$ cat config.mk
export PLATFORM = sky130hd
export DESIGN_NAME = rst_seq_flat
export DESIGN_NICKNAME = d
export VERILOG_FILES = /design/src/rtl/rst_seq_if.sv /design/src/rtl/rst_seq.sv /design/src/flat_wrapper.sv
export SDC_FILE = /design/constraint.sdc
export NUM_CORES = 1
export LEC_CHECK = 0
export BUFFER_PORTS_ARGS = -buffer_cell sky130_fd_sc_hd__buf_2
export CORE_MARGIN = 2
export CORE_UTILIZATION = 45
export DETAILED_ROUTE_END_ITERATION = 8
export PLACE_DENSITY = 0.62
export SYNTH_ARGS = -nofsm -noshare
export SYNTH_HDL_FRONTEND = slang
export SYNTH_SLANG_ARGS = --single-unit
$ cat constraint.sdc
create_clock -name clk -period 2.55 [get_ports clk]
set_input_delay 0.51 -clock clk [delete_from_list [all_inputs] [get_ports clk]]
set_output_delay 0.51 -clock clk [all_outputs]
set_load 0.01 [all_outputs]
$ cat src/rtl/rst_seq_if.sv
// rtl/rst_seq_if.sv - board/SoC-side signal bundle of the reset sequencer
// Watchdog signals exist only when RST_SEQ_WDT_EN is defined.
interface rst_seq_if;
   logic       btn_n;
   logic       locked;
   logic       sys_resetn;
   logic       phy_reset_n;
   logic [1:0] state;
`ifdef RST_SEQ_WDT_EN
   logic       wdt_kick;
   logic       wdt_trip;
`endif

   modport master (
      input  btn_n,
      input  locked,
`ifdef RST_SEQ_WDT_EN
      input  wdt_kick,
      output wdt_trip,
`endif
      output sys_resetn,
      output phy_reset_n,
      output state
   );

   modport slave (
      output btn_n,
      output locked,
`ifdef RST_SEQ_WDT_EN
      output wdt_kick,
      input  wdt_trip,
`endif
      input  sys_resetn,
      input  phy_reset_n,
      input  state
   );
endinterface

$ cat src/rtl/rst_seq.sv
// rtl/rst_seq.sv - power-up/recovery reset sequencer: PHY reset, settle, then SoC reset release
// Optional watchdog in S_RUN is enabled by defining RST_SEQ_WDT_EN.
module rst_seq #(
   parameter int unsigned DEBOUNCE_CYCLES = 32'd1250000,
   parameter int unsigned PHY_HOLD_CYCLES = 32'd1250000,
   parameter int unsigned PHY_WAIT_CYCLES = 32'd6250000,
   parameter int unsigned WDT_CYCLES      = 32'd125000000
) (
   input  logic      clk,
   input  logic      resetn,
   rst_seq_if.master bus
);
   localparam int unsigned DB_W     = $clog2(DEBOUNCE_CYCLES + 1);
   localparam int unsigned HW_MAX   = (PHY_HOLD_CYCLES > PHY_WAIT_CYCLES) ? PHY_HOLD_CYCLES
                                                                          : PHY_WAIT_CYCLES;
   localparam int unsigned SEQ_MAX  = (HW_MAX > WDT_CYCLES) ? HW_MAX : WDT_CYCLES;
   localparam int unsigned SEQ_W    = $clog2(SEQ_MAX + 1);

   localparam logic [DB_W-1:0]  DB_LAST   = DB_W'(DEBOUNCE_CYCLES - 1);
   localparam logic [SEQ_W-1:0] HOLD_LAST = SEQ_W'(PHY_HOLD_CYCLES - 1);
   localparam logic [SEQ_W-1:0] WAIT_LAST = SEQ_W'(PHY_WAIT_CYCLES - 1);
`ifdef RST_SEQ_WDT_EN
   localparam logic [SEQ_W-1:0] WDT_LAST  = SEQ_W'(WDT_CYCLES - 1);
`endif

   typedef enum logic [1:0] {
      S_WAIT    = 2'd0,
      S_PHY_RST = 2'd1,
      S_SETTLE  = 2'd2,
      S_RUN     = 2'd3
   } state_t;

   logic [1:0]       btn_sync;
   logic [1:0]       lock_sync;
   logic             btn_s;
   logic             lock_s;
   logic             btn_db;
   logic [DB_W-1:0]  db_cnt;
   state_t           cur_st;
   state_t           nxt_st;
   logic [SEQ_W-1:0] seq_cnt;
   logic             seq_clr;
   logic             seq_inc;
   logic             sys_resetn_q;
   logic             phy_reset_n_q;
`ifdef RST_SEQ_WDT_EN
   logic             wdt_fire;
   logic             wdt_trip_q;
`endif

   always_ff @(posedge clk) begin
      if (!resetn) begin
         btn_sync  <= 2'b00;
         lock_sync <= 2'b00;
      end else begin
         btn_sync  <= {btn_sync[0], bus.btn_n};
         lock_sync <= {lock_sync[0], bus.locked};
      end
   end

   assign btn_s  = btn_sync[1];
   assign lock_s = lock_sync[1];

   // A new level must persist DEBOUNCE_CYCLES consecutive cycles before it is accepted.
   always_ff @(posedge clk) begin
      if (!resetn) begin
         btn_db <= 1'b0;
         db_cnt <= '0;
      end else if (btn_s == btn_db) begin
         db_cnt <= '0;
      end else if (db_cnt == DB_LAST) begin
         btn_db <= btn_s;
         db_cnt <= '0;
      end else begin
         db_cnt <= db_cnt + DB_W'(1);
      end
   end

   always_comb begin
      nxt_st  = cur_st;
      seq_clr = 1'b0;
      seq_inc = 1'b0;
`ifdef RST_SEQ_WDT_EN
      wdt_fire = 1'b0;
`endif
      case (cur_st)
         S_WAIT: begin
            if (btn_db && lock_s)
               nxt_st = S_PHY_RST;
         end
         S_PHY_RST: begin
            if (seq_cnt == HOLD_LAST)
               nxt_st = S_SETTLE;
            else
               seq_inc = 1'b1;
         end
         S_SETTLE: begin
            if (seq_cnt == WAIT_LAST)
               nxt_st = S_RUN;
            else
               seq_inc = 1'b1;
         end
         S_RUN: begin
`ifdef RST_SEQ_WDT_EN
            // Kicks only matter while running; a kick on the timeout cycle wins.
            if (bus.wdt_kick) begin
               seq_clr = 1'b1;
            end else if (seq_cnt == WDT_LAST) begin
               nxt_st   = S_WAIT;
               wdt_fire = 1'b1;
            end else begin
               seq_inc = 1'b1;
            end
`else
            nxt_st = S_RUN;
`endif
         end
         default: nxt_st = S_WAIT;
      endcase

      if (cur_st != S_WAIT && (!btn_db || !lock_s)) begin
         nxt_st = S_WAIT;
`ifdef RST_SEQ_WDT_EN
         wdt_fire = 1'b0;
`endif
      end

      if (nxt_st != cur_st) begin
         seq_clr = 1'b1;
         seq_inc = 1'b0;
      end
   end

   // Outputs decode the next state so they change on the same edge as the state register.
   always_ff @(posedge clk) begin
      if (!resetn) begin
         cur_st        <= S_WAIT;
         seq_cnt       <= '0;
         sys_resetn_q  <= 1'b0;
         phy_reset_n_q <= 1'b0;
      end else begin
         cur_st <= nxt_st;
         if (seq_clr)
            seq_cnt <= '0;
         else if (seq_inc)
            seq_cnt <= seq_cnt + SEQ_W'(1);
         sys_resetn_q  <= (nxt_st == S_RUN);
         phy_reset_n_q <= (nxt_st == S_SETTLE) || (nxt_st == S_RUN);
      end
   end

`ifdef RST_SEQ_WDT_EN
   always_ff @(posedge clk) begin
      if (!resetn)
         wdt_trip_q <= 1'b0;
      else if (wdt_fire)
         wdt_trip_q <= 1'b1;
   end

   assign bus.wdt_trip = wdt_trip_q;
`endif

   assign bus.sys_resetn  = sys_resetn_q;
   assign bus.phy_reset_n = phy_reset_n_q;
   assign bus.state       = cur_st;
endmodule
$ cat src/flat_wrapper.sv
// flat-port wrapper written by rule: the top's interface ports become plain ports
module rst_seq_flat 
#(
   parameter int unsigned DEBOUNCE_CYCLES = 32'd1250000,
   parameter int unsigned PHY_HOLD_CYCLES = 32'd1250000,
   parameter int unsigned PHY_WAIT_CYCLES = 32'd6250000,
   parameter int unsigned WDT_CYCLES      = 32'd125000000
)
  (clk, resetn, bus_btn_n, bus_locked, bus_sys_resetn, bus_phy_reset_n, bus_state);
  rst_seq_if bus_i ();
  input  logic clk;
  input  logic resetn;
  input wire logic [$bits(bus_i.btn_n)-1:0] bus_btn_n;
  input wire logic [$bits(bus_i.locked)-1:0] bus_locked;
  output wire logic [$bits(bus_i.sys_resetn)-1:0] bus_sys_resetn;
  output wire logic [$bits(bus_i.phy_reset_n)-1:0] bus_phy_reset_n;
  output wire logic [$bits(bus_i.state)-1:0] bus_state;
  assign bus_i.btn_n = bus_btn_n;
  assign bus_i.locked = bus_locked;
  assign bus_sys_resetn = bus_i.sys_resetn;
  assign bus_phy_reset_n = bus_i.phy_reset_n;
  assign bus_state = bus_i.state;
  rst_seq #(.DEBOUNCE_CYCLES(DEBOUNCE_CYCLES), .PHY_HOLD_CYCLES(PHY_HOLD_CYCLES), .PHY_WAIT_CYCLES(PHY_WAIT_CYCLES), .WDT_CYCLES(WDT_CYCLES)) u_core (.clk(clk), .resetn(resetn), .bus(bus_i));
endmodule
* Word level (Yosys, flattened, before mapping) *
Cells that the tools add are included.

operators by class
  add/sub/neg operators = 2
  $mul = 0
  divide/modulo/power cells = 0
  $lt $le $gt $ge = 0
  eq/ne operators = 10
  shift operators = 0
  muxes and demuxes = 10
  bitwise logic cells = 2
  reductions and logical operators = 11

operator list
  cell                   number
  $add 27x1->27 const B  1
  $eq 27x21->1 const B   1
  $eq 27x23->1 const B   1
  $add 21x1->21 const B  1
  $eq 21x21->1 const B   1
  $eq 2x2->1 const B     4
  $mux 2                 4
  $pmux 2 s4             1
  $mux 1                 4
  $reduce_or 3->1        1
  $eq 2x1->1 const B     1
  $logic_and 1x1->1      2
  $logic_not 1->1        2
  $logic_not 2->1        1
  $logic_or 1x1->1       2
  $ne 2x2->1             1
  $not 1->1              2
  $pmux 1 s2             1
  $reduce_and 2->1       1
  $reduce_bool 2->1      1
  $reduce_or 2->1        1
  $eq 1x1->1             1

word-level totals
  register bits = 57
  latch bits = 0
  RAM bits = 0
  bits in read-only memories = 0
  input bits = 4
  output and inout port bits = 4
  word-level logic and storage cells = 43
  memories = 0

* Logic depth before layout (Yosys ltp) *
Gate-level depths: netlist (run 1).

  word-level depth = 7
  mapped depth = 9
  gate-level depth less buffers = 8

* Worst setup path after synthesis (run 1) *
No wires, ideal clock.

  path kind = reg-to-reg
  start point = register u_core.cur_st[1], in the netlist u_core.bus.state[1]
  end point = register u_core.seq_cnt[25]
  setup time = 0.115 ns
  arrival time = 2.013 ns
  data required time = 2.435 ns
  path slack = 0.422 ns
  cell stages (with the launch flop) = 8
  buffers on the path = 0
  clock period less this slack = 2.128 ns
  cell sequence = dfxtp_1 inv_1 ha_1 inv_1 or2_2 a2111oi_0 xnor2_1 nor2_1

on the way
  cells in the longest elaborated chain, start to end = 6
  elaborated cells on any way between the ends = 16
  those cells by class = 4 x eq/ne; 8 x mux; 4 x reduce/logical

RTL lines
  what                                             RTL line                       RTL
  from (decl)                                      rst_seq.sv:39                  state_t cur_st;
  from (signal assigned)                           rst_seq.sv:142                 cur_st <= nxt_st;
  $eq 2x2->1 (tied with other cells)               rst_seq.sv:86                  case (cur_st)
  $pmux 2 s4 or $logic_and 1x1->1 (tied branches)  rst_seq.sv:86, rst_seq.sv:121
  $mux 2                                           rst_seq.sv:121                 if (cur_st != S_WAIT && (!btn_db || !lock_s)) begin
  $ne 2x2->1                                       rst_seq.sv:128                 if (nxt_st != cur_st) begin
  $mux 1                                           rst_seq.sv:128
  $reduce_or 2->1 (no source line)                 -
  to (signal assigned)                             rst_seq.sv:146                 seq_cnt <= seq_cnt + SEQ_W'(1);
  to (decl)                                        rst_seq.sv:41                  logic [SEQ_W-1:0] seq_cnt;

Parallel ways exist; a longest one is shown, timed or not.
A chain may end at the register's enable or synchronous reset.

* Worst setup path after layout (run 1) *
  start point = register u_core.seq_cnt[0]
  end point = register u_core.seq_cnt[8]

on the way
  cells in the longest elaborated chain, start to end = 7
  elaborated cells on any way between the ends = 14
  those cells by class = 1 x add/sub; 3 x eq/ne; 9 x mux; 1 x reduce/logical

RTL lines
  what                                          RTL line
  $eq 27x23->1 or $eq 27x21->1 (tied branches)  rst_seq.sv:98, rst_seq.sv:92
  $mux 2 (on tied branches)                     rst_seq.sv:98, rst_seq.sv:92
  $pmux 2 s4                                    rst_seq.sv:86
  $mux 2                                        rst_seq.sv:121
  $ne 2x2->1                                    rst_seq.sv:128
  $mux 1                                        rst_seq.sv:128
  $reduce_or 2->1 (no source line)              -

Parallel ways exist; a longest one is shown, timed or not.

==> metrics.md, run 1 <==
| Metric | Value |
|---|---|
| Critical path, cell by cell | ha_1 -> and4_2 -> nand4_4 -> o31ai_4 -> a211oi_1 -> buf_4 -> a21o_1 -> a21oi_1 |
| Slew HR | 0.597 |
| Max Slew Vio Count | 0 |
| Post-CTS setup buffer count | 0 |
| RSZ-0062 raised after global routing | no |
| Synthesized area per cell | 8.93 µm² |
| CTS tree | yes |
| Leak | 1.10 nW |
| Commonest non-fill, non-tap cell in the layout | dfxtp_1 |
| Hold Slack | 0.379 ns |
| Library cells used by synthesis | 57 |
| Number of port buffers | 7 |
| Die area | 0.00713 mm² |
| Crit path largest cell delay | 0.52 ns |
| Area Growth Syn to Fin | 14.9% |
| Tmin final | 2.33 ns |
| Root buf cell | clkbuf_8 |
| Post-DP HPWL | 4.35 mm |
| Final antenna-violating net count | 0 |
| Actual slew at the worst max-slew pin | 0.589 ns |
| Status | completed |
| Resized cells post-CTS | 0 |
| Fill cell count | 584 |
| Syn_nets | 336 |
| Max Cap Viol | 0 |
| Routability congestion estimate | 0.833 |
| Cell taking the most area after synthesis | dfxtp_1 |
| R2R Path End | u_core.seq_cnt[8]$_SDFFE_PP0P_ |
| Initial DRC Count | 107 |
| Commonest cells after routing, fill and taps aside | dfxtp_1, nor2_1, nand3_1, nand2_1, xnor2_1 |
| DR pass1 iterations | 4 |
| Worst path required time | 2.82 ns |
| R2R Setup Slk | 0.22 ns |
| Fin Clk Skew | 0.0110 ns |
| WL per Instance | 14.1 µm |
| Ant diodes | 0 |
| Primary flip-flop cell chosen by synthesis mapping | dfxtp_1 |
| CTS buffer count | 9 |
| GRT Util Overall | 0.184 |
| FF+latch count, synth | 57 |
| Reg2Reg Launch Point | u_core.seq_cnt[0]$_SDFFE_PP0P_ |
| Clock slew at reported path FFs | 0.07 ns |
| Fin Setup TNS | 0 ns |
| Synthesis Warnings | 0 |
| Hold buffer count at cts | 0 |
| Hold Fails Final Rpt | 0 |
| Critical path capture point type | flip-flop |
| CP endpoint | u_core.seq_cnt[8]$_SDFFE_PP0P_ |
| Final net count | 359 |
| Critical path data arrival time | 2.59 ns |
| Total wire length | 6.09 mm |
| Total number of vias | 2435 |
| Vias in the first global route | 2315 |
| Worst-skew pair later-pin latency | 0.34 ns |
| Cell Pwr Density | 602 mW/mm² |
| Total gr overflow | 0 |
| Final Cycle Share | 0.913 |
| Final setup vio count | 0 |
| Starting density of the core | 0.461 |
| Remaining DRCs | 0 |
| H-tree depth | 3 |
| Top Ports | 8 |
| Worst hold path class | input pin to flip-flop |
| Synth Instances | 326 |
| Sink Count | 57 |
| DIE HEIGHT | 84.4 µm |
| Core ar. | 0.00631 mm² |
| Row count | 29 |
| Async SR Flop Fraction | 0 |
| Worst ir drop on vdd | 0.657 mV |
| Crit path from | u_core.seq_cnt[0]$_SDFFE_PP0P_ |
| Number of flops mapped to enable cells by yosys | 0 |
| Synth top area cells | dfxtp_1, nor2_1, xnor2_1 |
| Max FO, Critical Path | 10 |
| Initial antenna violation count | 0 |
| Register area share after synthesis | 0.392 |
| Post-Syn Area | 0.00291 mm² |
| Max Root-Sink Buffers | 2 |
| Vias per std cell | 5.65 |
| Cell with the largest stage delay on the worst path | o31ai_4 |
| Layout cells sized above 1 | 0.172 |
| Largest net degree at the start of global routing | 28 |
| Synth top area share | 0.392 |
| Die W | 84.4 µm |
| Worst r2r path cells | 8 |
| Startpoint types | flip-flop |
| Worst setup path class | flip-flop to flip-flop |
| Fmax | 430 MHz |
| Global-route wire length before repair | 10.6 mm |
==> power breakdown <==
group / leakage [nW] / internal, mW / switching, mW
Clock: 0.129 / 0.729 / 0.365
Combinational: 0.508 / 0.00864 / 0.0139
Sequential: 0.460 / 0.894 / 0.00148
==> worst min path at each step <==
stage	from	to	slack (ns)	cells past startpoint
5_1_grt	bus_btn_n	u_core.btn_sync[0]$_SDFF_PN0_	0.38	2
2_1_floorplan	u_core.btn_sync[0]$_SDFF_PN0_	u_core.btn_sync[1]$_SDFF_PN0_	0.41	1
4_1_cts	bus_btn_n	u_core.btn_sync[0]$_SDFF_PN0_	0.37	2
3_3_place_gp	u_core.lock_sync[0]$_SDFF_PN0_	u_core.lock_sync[1]$_SDFF_PN0_	0.42	1
6_report	bus_btn_n	u_core.btn_sync[0]$_SDFF_PN0_	0.38	2
3_5_place_dp	u_core.btn_sync[0]$_SDFF_PN0_	u_core.btn_sync[1]$_SDFF_PN0_	0.43	1
==> synth_stat cells (all sizes together) (2+ instances only) <==
cell,n
or4,10
nand3b,2
and4,4
xor2,16
a211oi,6
and2,6
inv,11
and4bb,2
clkbuf,2
mux2i,2
or2,2
nand3,22
o21ai,7
nor4b,2
dfxtp,57
buf,6
o211ai,2
nor3,6
a2111oi,4
nor4,3
or3,2
ha,6
a31oi,3
o41ai,2
and3,7
nand2,22
nand4,11
xnor2,18
a21o,2
o31ai,11
a21oi,14
nor2,47
==> cell type report <==
type                    instances  area, µm²  area share
clock buffers                  12        165      0.0494
clock inverters                 4       97.6      0.0292
inverters                      11       41.3      0.0123
multi-input cells             250       1660       0.496
flip-flops and latches         57       1140       0.341
well taps                      77       96.3      0.0288
repair buffers                 20        145      0.0434
==> critical path: cells and delay by family, from the launching register on <==
| kind | cells | cell delay [ns] |
|---|---|---|
| AND/OR/NAND/NOR | 2 | 0.49 |
| flip-flops | 1 | 0.39 |
| AO/OA/AOI/OAI | 4 | 0.97 |
| buffers and inverters | 1 | 0.17 |
| adder cells (fa/ha/maj) | 1 | 0.23 |
==> state kept, by name, indices dropped and copies added, names as in the netlist <==
| register | cells |
|---|---|
| u_core.bus.state | 2 |
| u_core.bus.sys_resetn | 1 |
| u_core.btn_db | 1 |
| u_core.lock_sync | 2 |
| u_core.btn_sync | 2 |
| u_core.bus.phy_reset_n | 1 |
| u_core.db_cnt | 21 |
| u_core.seq_cnt | 27 |
==> cell families (layout without fill, tap and decap cells) <==
group                    Yosys count  count (layout)  share of synthesized area
AND/OR/NAND/NOR                  151             151                      0.282
AO/OA/AOI/OAI                     57              57                      0.153
flip-flops                        57              57                      0.392
XOR/XNOR                          34              34                      0.102
buffers and inverters             19              47                     0.0387
adder cells (fa/ha/maj)            6               6                     0.0258
multiplexers                       2               2                    0.00688
==> per-layer routing <==
metal  track usage  up-vias  part of all wire
met5             0        -                 0
met4        0.0823        0             0.018
met3        0.0521        9             0.042
met2         0.287       40              0.47
met1         0.239     1158              0.47
li1              -     1228                 -
==> stage by stage <==
step | cell area (µm²) | cells | power, mW | setup slack [ns] | util
2_1_floorplan | 2910 | 326 | 0.930 | 0.422 | -
3_3_place_gp | 3080 | 415 | 0.938 | 0.273 | 0.488
3_5_place_dp | 3080 | 415 | 0.938 | 0.234 | 0.488
4_1_cts | 3340 | 431 | 2.04 | 0.226 | 0.530
5_1_grt | 3340 | 431 | 2.08 | 0.0726 | 0.530
6_report | 3340 | 431 | 2.01 | 0.222 | 0.530
(Power assumes the default switching activity.)
==> inputs of run 2 (changes only) <==
- ABC_AREA: not set -> 1
==> run 2 against run 1 <==
Via count rose by 29%. Fmax rose by 1.8%. Largest power group unchanged. Die area rose by 15%.
==> metrics.md, run 2 <==
| Metric | Value |
|---|---|
| Synth top area cells | dfxtp_1, nand2_1, inv_1 |
| Global-route wire length before repair | 13.5 mm |
| Post-CTS setup buffer count | 0 |
| Cell with the largest stage delay on the worst path | dfxtp_1 |
| Initial DRC Count | 224 |
| RSZ-0062 raised after global routing | no |
| Worst setup path class | flip-flop to flip-flop |
| Final Cycle Share | 0.897 |
| Synth top area share | 0.338 |
| Final net count | 512 |
| Fin Setup TNS | 0 ns |
| DIE HEIGHT | 90.7 µm |
| Critical path, cell by cell | ha_1 -> inv_2 -> nor2_4 -> nand2_1 -> nor2_1 -> nand2_1 -> nand2_1 -> nand2_1 -> nand2_1 -> nand2_2 -> nand2_2 -> nand2_1 -> nand2_4 -> buf_4 -> nand4_1 -> a21oi_2 |
| Async SR Flop Fraction | 0 |
| Synthesized area per cell | 6.96 µm² |
| Ant diodes | 0 |
| Final setup vio count | 0 |
| Status | completed |
| Die W | 90.7 µm |
| Layout cells sized above 1 | 0.142 |
| Final cell count without fillers | 606 |
| Commonest cells after routing, fill and taps aside | nand2_1, inv_1, nor2_1 |
| Number of flip-flops in the largest register | 27 |
| Utilization after layout | 0.519 |
| Primary flip-flop cell chosen by synthesis mapping | dfxtp_1 |
| Commonest non-fill, non-tap cell in the layout | nand2_1 |
| Post-Syn Area | 0.00338 mm² |
| Total number of vias | 3138 |
| Hold Fails Final Rpt | 0 |
| Remaining DRCs | 0 |
| Top Ports | 8 |
| Tmin final | 2.29 ns |
| Critical path data arrival time | 2.56 ns |
| Cell Pwr Density | 494 mW/mm² |
| Core ar. | 0.00725 mm² |
| Vias per std cell | 5.18 |
| Synthesis Warnings | 0 |
| Crit path largest cell delay | 0.36 ns |
| Row count | 31 |
| Cell taking the most area after synthesis | dfxtp_1 |
| Startpoint types | flip-flop |
| Total gr overflow | 0 |
| FF+latch count, synth | 57 |
| Initial antenna violation count | 0 |
| Overall power | 1.86 mW |
| Placed instance count | 590 |
| Root buf cell | clkbuf_8 |
| Area Growth Syn to Fin | 11.4% |
| Number of flops mapped to enable cells by yosys | 0 |
| Dpl ws | 0.159 ns |
| Worst-skew pair later-pin latency | 0.35 ns |
| Worst ir drop on vdd | 0.351 mV |
| Worst path required time | 2.82 ns |
| Fmax | 437 MHz |
| Largest regs | u_core.seq_cnt: 27 flops, u_core.db_cnt: 21 flops |
| Critical path capture point type | flip-flop |
| Max Slew Vio Count | 0 |
| Buf/Inv on CP | 2 |
| Synth Instances | 486 |
| Syn_nets | 496 |
| Die area | 0.00822 mm² |
| Register bank with the most flops | u_core.seq_cnt |
| Max Root-Sink Buffers | 2 |
| CTS buffer count | 9 |
| Leak | 1.39 nW |
| Starting density of the core | 0.466 |
| Ranking of synthesized cells by instance count | nand2_1, inv_1, nor2_1, dfxtp_1, nand4_1 |
| Routability congestion estimate | 0.933 |
| Clock slew at reported path FFs | 0.07 ns |
| Most used cell, CP | nand2_1 |
| Max FO, Critical Path | 24 |
| Leading cell type by number of instances after synthesis | nand2_1 |
| Final antenna-violating net count | 0 |
| Library cells used by synthesis | 32 |
| CP top delay family | simple AND/OR/NAND/NOR gates |
| Register area share after synthesis | 0.338 |
| Slew HR | 0.635 |
| Fill cell count | 741 |
| Number of port buffers | 7 |
| H-tree depth | 3 |
| CTS tree | yes |
| Max Cap Viol | 0 |
| Setup ws final | 0.263 ns |
| Largest net degree at the start of global routing | 29 |
| Worst hold path class | input pin to flip-flop |
| GRT Util Overall | 0.204 |
| WL per Instance | 13.2 µm |
| Total wire length | 7.99 mm |
| Fin Clk Skew | 0.0146 ns |
| Vias in the first global route | 2809 |
| Sink Count | 57 |
| Actual slew at the worst max-slew pin | 0.543 ns |
| DR pass1 iterations | 4 |
| Post-DP HPWL | 5.82 mm |
[run 2: cell types whose count changed after synthesis, sizes merged, moves of 10 or more]
| cell | previous run | this run |
|---|---|---|
| a21oi | 14 | 36 |
| inv | 11 | 67 |
| nand2 | 22 | 116 |
| nand4 | 11 | 32 |
| nor2 | 47 | 62 |
| nor3 | 6 | 23 |
| o31ai | 11 | 0 |
| or4 | 10 | 0 |
| xnor2 | 18 | 2 |
[run 2: what timing repair did]
item	4_1_cts	5_1_grt
setup endpoints to repair	0	22
hold buffers	0	0
gates resized for setup	0	3
[run 2: worst min-delay path, stage by stage]
cell and delay [ns]:
buf_2 0.07, nand2_1 0.04, inv_1 0.04
[run 2: area by class of cell]
cell class / count / area (µm²) / area share
clock inverter: 5 / 80.1 / 0.0213
multi-input combinational: 350 / 1930 / 0.511
clock buffer: 11 / 131 / 0.0349
inverter: 67 / 254 / 0.0674
sequential: 57 / 1140 / 0.303
timing repair buffer: 17 / 110 / 0.0292
tap: 99 / 124 / 0.0329
[run 2: stage by stage]
step	instance area, µm²	hold slack (ns)
floorplan	3380	0.390
global placement	3550	0.397
detailed placement	3550	0.403
CTS	3760	0.340
global route	3770	0.349
finish	3770	0.346
[run 2: cells by family (layout without fill, tap and decap cells)]
family | Yosys count | count (layout) | share of synthesized area
compound gates | 49 | 49 | 0.0996
xor+xnor | 24 | 24 | 0.0622
simple gates | 271 | 271 | 0.384
fa+ha+maj | 6 | 6 | 0.0222
flops | 57 | 57 | 0.338
buf+inv | 79 | 100 | 0.0947
[run 2: metal layers]
metal	GRT usage	vias up	routed length (µm)
met5	0	-	0
met2	0.285	74	3430
met4	0.0936	0	179
met1	0.295	1433	3960
met3	0.0451	17	419
li1	-	1614	-
[run 2: where the power goes]
group	switching (mW)	internal, mW	total (mW)	leakage [nW]
Sequential	0.00134	0.893	0.895	0.460
Combinational	0.0213	0.00758	0.0288	0.832
Clock	0.387	0.549	0.936	0.0995
Total	0.410	1.45	1.86	1.39
[run 2: path summary, 6_finish.rpt]
path              depth (start not counted)  slack [ns]                             end                            from
hold / removal                            3        0.35  u_core.lock_sync[0]$_SDFF_PN0_                      bus_locked
hold reg to reg                           2        0.41   u_core.btn_sync[1]$_SDFF_PN0_   u_core.btn_sync[0]$_SDFF_PN0_
setup reg to reg                         16        0.26  u_core.seq_cnt[8]$_SDFFE_PP0P_  u_core.seq_cnt[1]$_SDFFE_PP0P_
setup / recovery                         16        0.26  u_core.seq_cnt[8]$_SDFFE_PP0P_  u_core.seq_cnt[1]$_SDFFE_PP0P_
==> inputs of run 3 (changes only) <==
- MAX_ROUTING_LAYER: not set -> met4
- clock period: 2.55 -> 2.3 ns (I/O delays scaled with it)
==> run 3 against run 2 <==
Combinational power grew 23%. Flip-flop and latch count is the same. Register-to-register slack lost 0.10 ns. Core utilization grew 1.1 points.
==> metrics.md, run 3 (synthesis results as in run 2) <==
| Metric | Value |
|---|---|
| Status | completed |
| Worst hold path class | input pin to flip-flop |
| Cell area after layout | 0.00385 mm² |
| CTS tree | yes |
| Buf/Inv on CP | 5 |
| Fin Clk Skew | 0.0116 ns |
| Final Cycle Share | 0.930 |
| Dpl ws | 0.0506 ns |
| Initial DRC Count | 281 |
| Vias in the first global route | 2930 |
| Slew HR | 0.740 |
| WL per Instance | 13.4 µm |
| Final antenna-violating net count | 0 |
| Leak | 1.44 nW |
| Critical path, cell by cell | ha_2 -> inv_2 -> nor2_4 -> inv_2 -> nor3_2 -> nand3_1 -> nand2_1 -> inv_2 -> nand2_4 -> nand2_4 -> nand2_4 -> nand2_8 -> nand2_4 -> nor2_8 -> inv_2 -> buf_12 -> a21oi_1 |
| Worst path required time | 2.52 ns |
| Total number of vias | 3223 |
| Global-route wire length before repair | 13.7 mm |
| Sink Count | 57 |
| Commonest non-fill, non-tap cell in the layout | nand2_1 |
| Die W | 90.7 µm |
| CP top delay family | simple AND/OR/NAND/NOR gates |
| Cell with the largest stage delay on the worst path | dfxtp_2 |
| Row count | 31 |
| Routability congestion estimate | 0.955 |
| H-tree depth | 3 |
| Critical path capture point type | flip-flop |
| DIE HEIGHT | 90.7 µm |
| Tmin final | 2.14 ns |
| Largest regs | u_core.seq_cnt: 27 flops, u_core.db_cnt: 21 flops |
| Actual slew at the worst max-slew pin | 0.387 ns |
| Commonest cells after routing, fill and taps aside | nand2_1, inv_1, nor2_1 |
| Worst-skew pair later-pin latency | 0.34 ns |
| Register bank with the most flops | u_core.seq_cnt |
| GRT Util Overall | 0.211 |
| Clock slew at reported path FFs | 0.07 ns |
| Worst ir drop on vdd | 0.270 mV |
| Starting density of the core | 0.466 |
| Area Growth Syn to Fin | 13.8% |
| Crit path largest cell delay | 0.34 ns |
| Fmax | 468 MHz |
| Die area | 0.00822 mm² |
| Number of flip-flops in the largest register | 27 |
| Max Root-Sink Buffers | 2 |
| CTS buffer count | 9 |
| Critical path data arrival time | 2.36 ns |
| Total wire length | 8.21 mm |
| Root buf cell | clkbuf_8 |
| Setup ws final | 0.162 ns |
| Fill cell count | 693 |
| Largest net degree at the start of global routing | 23 |
| Overall power | 1.96 mW |
| Worst setup path class | flip-flop to flip-flop |
| Total gr overflow | 0 |
| Final setup vio count | 0 |
| Number of port buffers | 7 |
| Startpoint types | flip-flop |
| Core ar. | 0.00725 mm² |
| Ant diodes | 0 |
| Hold Fails Final Rpt | 0 |
| Max FO, Critical Path | 22 |
| Remaining DRCs | 0 |
| DR pass1 iterations | 5 |
| Post-DP HPWL | 6.05 mm |
| Max Slew Vio Count | 0 |
| RSZ-0062 raised after global routing | yes |
| Final net count | 521 |
| Vias per std cell | 5.25 |
| Top Ports | 8 |
| Initial antenna violation count | 0 |
| Cell Pwr Density | 509 mW/mm² |
| Layout cells sized above 1 | 0.169 |
| Max Cap Viol | 0 |
| Post-DP Area | 0.00362 mm² |
| Fin Setup TNS | 0 ns |
| Hold buffer count at cts | 0 |
run 3: per-stage QoR:
step / hold WS (ns) / utilization / instances
after global routing: 0.316 / 0.530 / 614
after global placement: 0.392 / 0.500 / 597
final: 0.308 / 0.530 / 614
after floorplan: 0.390 / - / 486
after detailed placement: 0.400 / 0.500 / 597
after CTS: 0.292 / 0.526 / 612
run 3: per-layer routing:
| metal | track usage | share of wire |
|---|---|---|
| met5 | - | 0 |
| met4 | 0.0692 | 0.021 |
| met3 | 0.0518 | 0.058 |
| met1 | 0.263 | 0.47 |
| met2 | 0.335 | 0.45 |
run 3: path summary, 6_finish.rpt:
| kind | from | depth (start not counted) | end | slack (ns) |
|---|---|---|---|---|
| max | u_core.seq_cnt[0]$_SDFFE_PP0P_ | 17 | u_core.seq_cnt[3]$_SDFFE_PP0P_ | 0.16 |
| min | bus_btn_n | 3 | u_core.btn_sync[0]$_SDFF_PN0_ | 0.31 |
| max reg2reg | u_core.seq_cnt[0]$_SDFFE_PP0P_ | 17 | u_core.seq_cnt[3]$_SDFFE_PP0P_ | 0.16 |
| min reg2reg | u_core.lock_sync[0]$_SDFF_PN0_ | 2 | u_core.lock_sync[1]$_SDFF_PN0_ | 0.41 |
run 3: what timing repair did:
item                       in CTS  in global routing
resized for setup               0                  5
setup endpoints to repair       0                 28
buffers inserted                0                  2
run 3: cell type report:
cell class	instances	area, µm²	area share
flip-flops and latches	57	1140	0.297
multi-input cells	350	1930	0.502
inverters	67	251	0.0654
clock buffers	10	138	0.0358
well taps	99	124	0.0322
clock inverters	5	56.3	0.0146
repair buffers	26	203	0.0527
run 3: where the power goes:
| part | switching [mW] | total, mW | internal (mW) |
|---|---|---|---|
| combinational | 0.0238 | 0.0355 | 0.0117 |
| sequential | 0.00143 | 0.992 | 0.991 |
| clock | 0.409 | 0.930 | 0.521 |
run 3: worst register-to-register path, stage by stage, from the launching register on:
cell     delay (ns)
dfxtp_2        0.34
ha_2           0.20
inv_2          0.06
nor2_4         0.14
inv_2          0.07
nor3_2         0.20
nand3_1        0.10
nand2_1        0.10
inv_2          0.05
nand2_4        0.08
nand2_4        0.07
nand2_4        0.09
nand2_8        0.07
nand2_4        0.09
nor2_8         0.05
inv_2          0.08
buf_12         0.18
a21oi_1        0.07
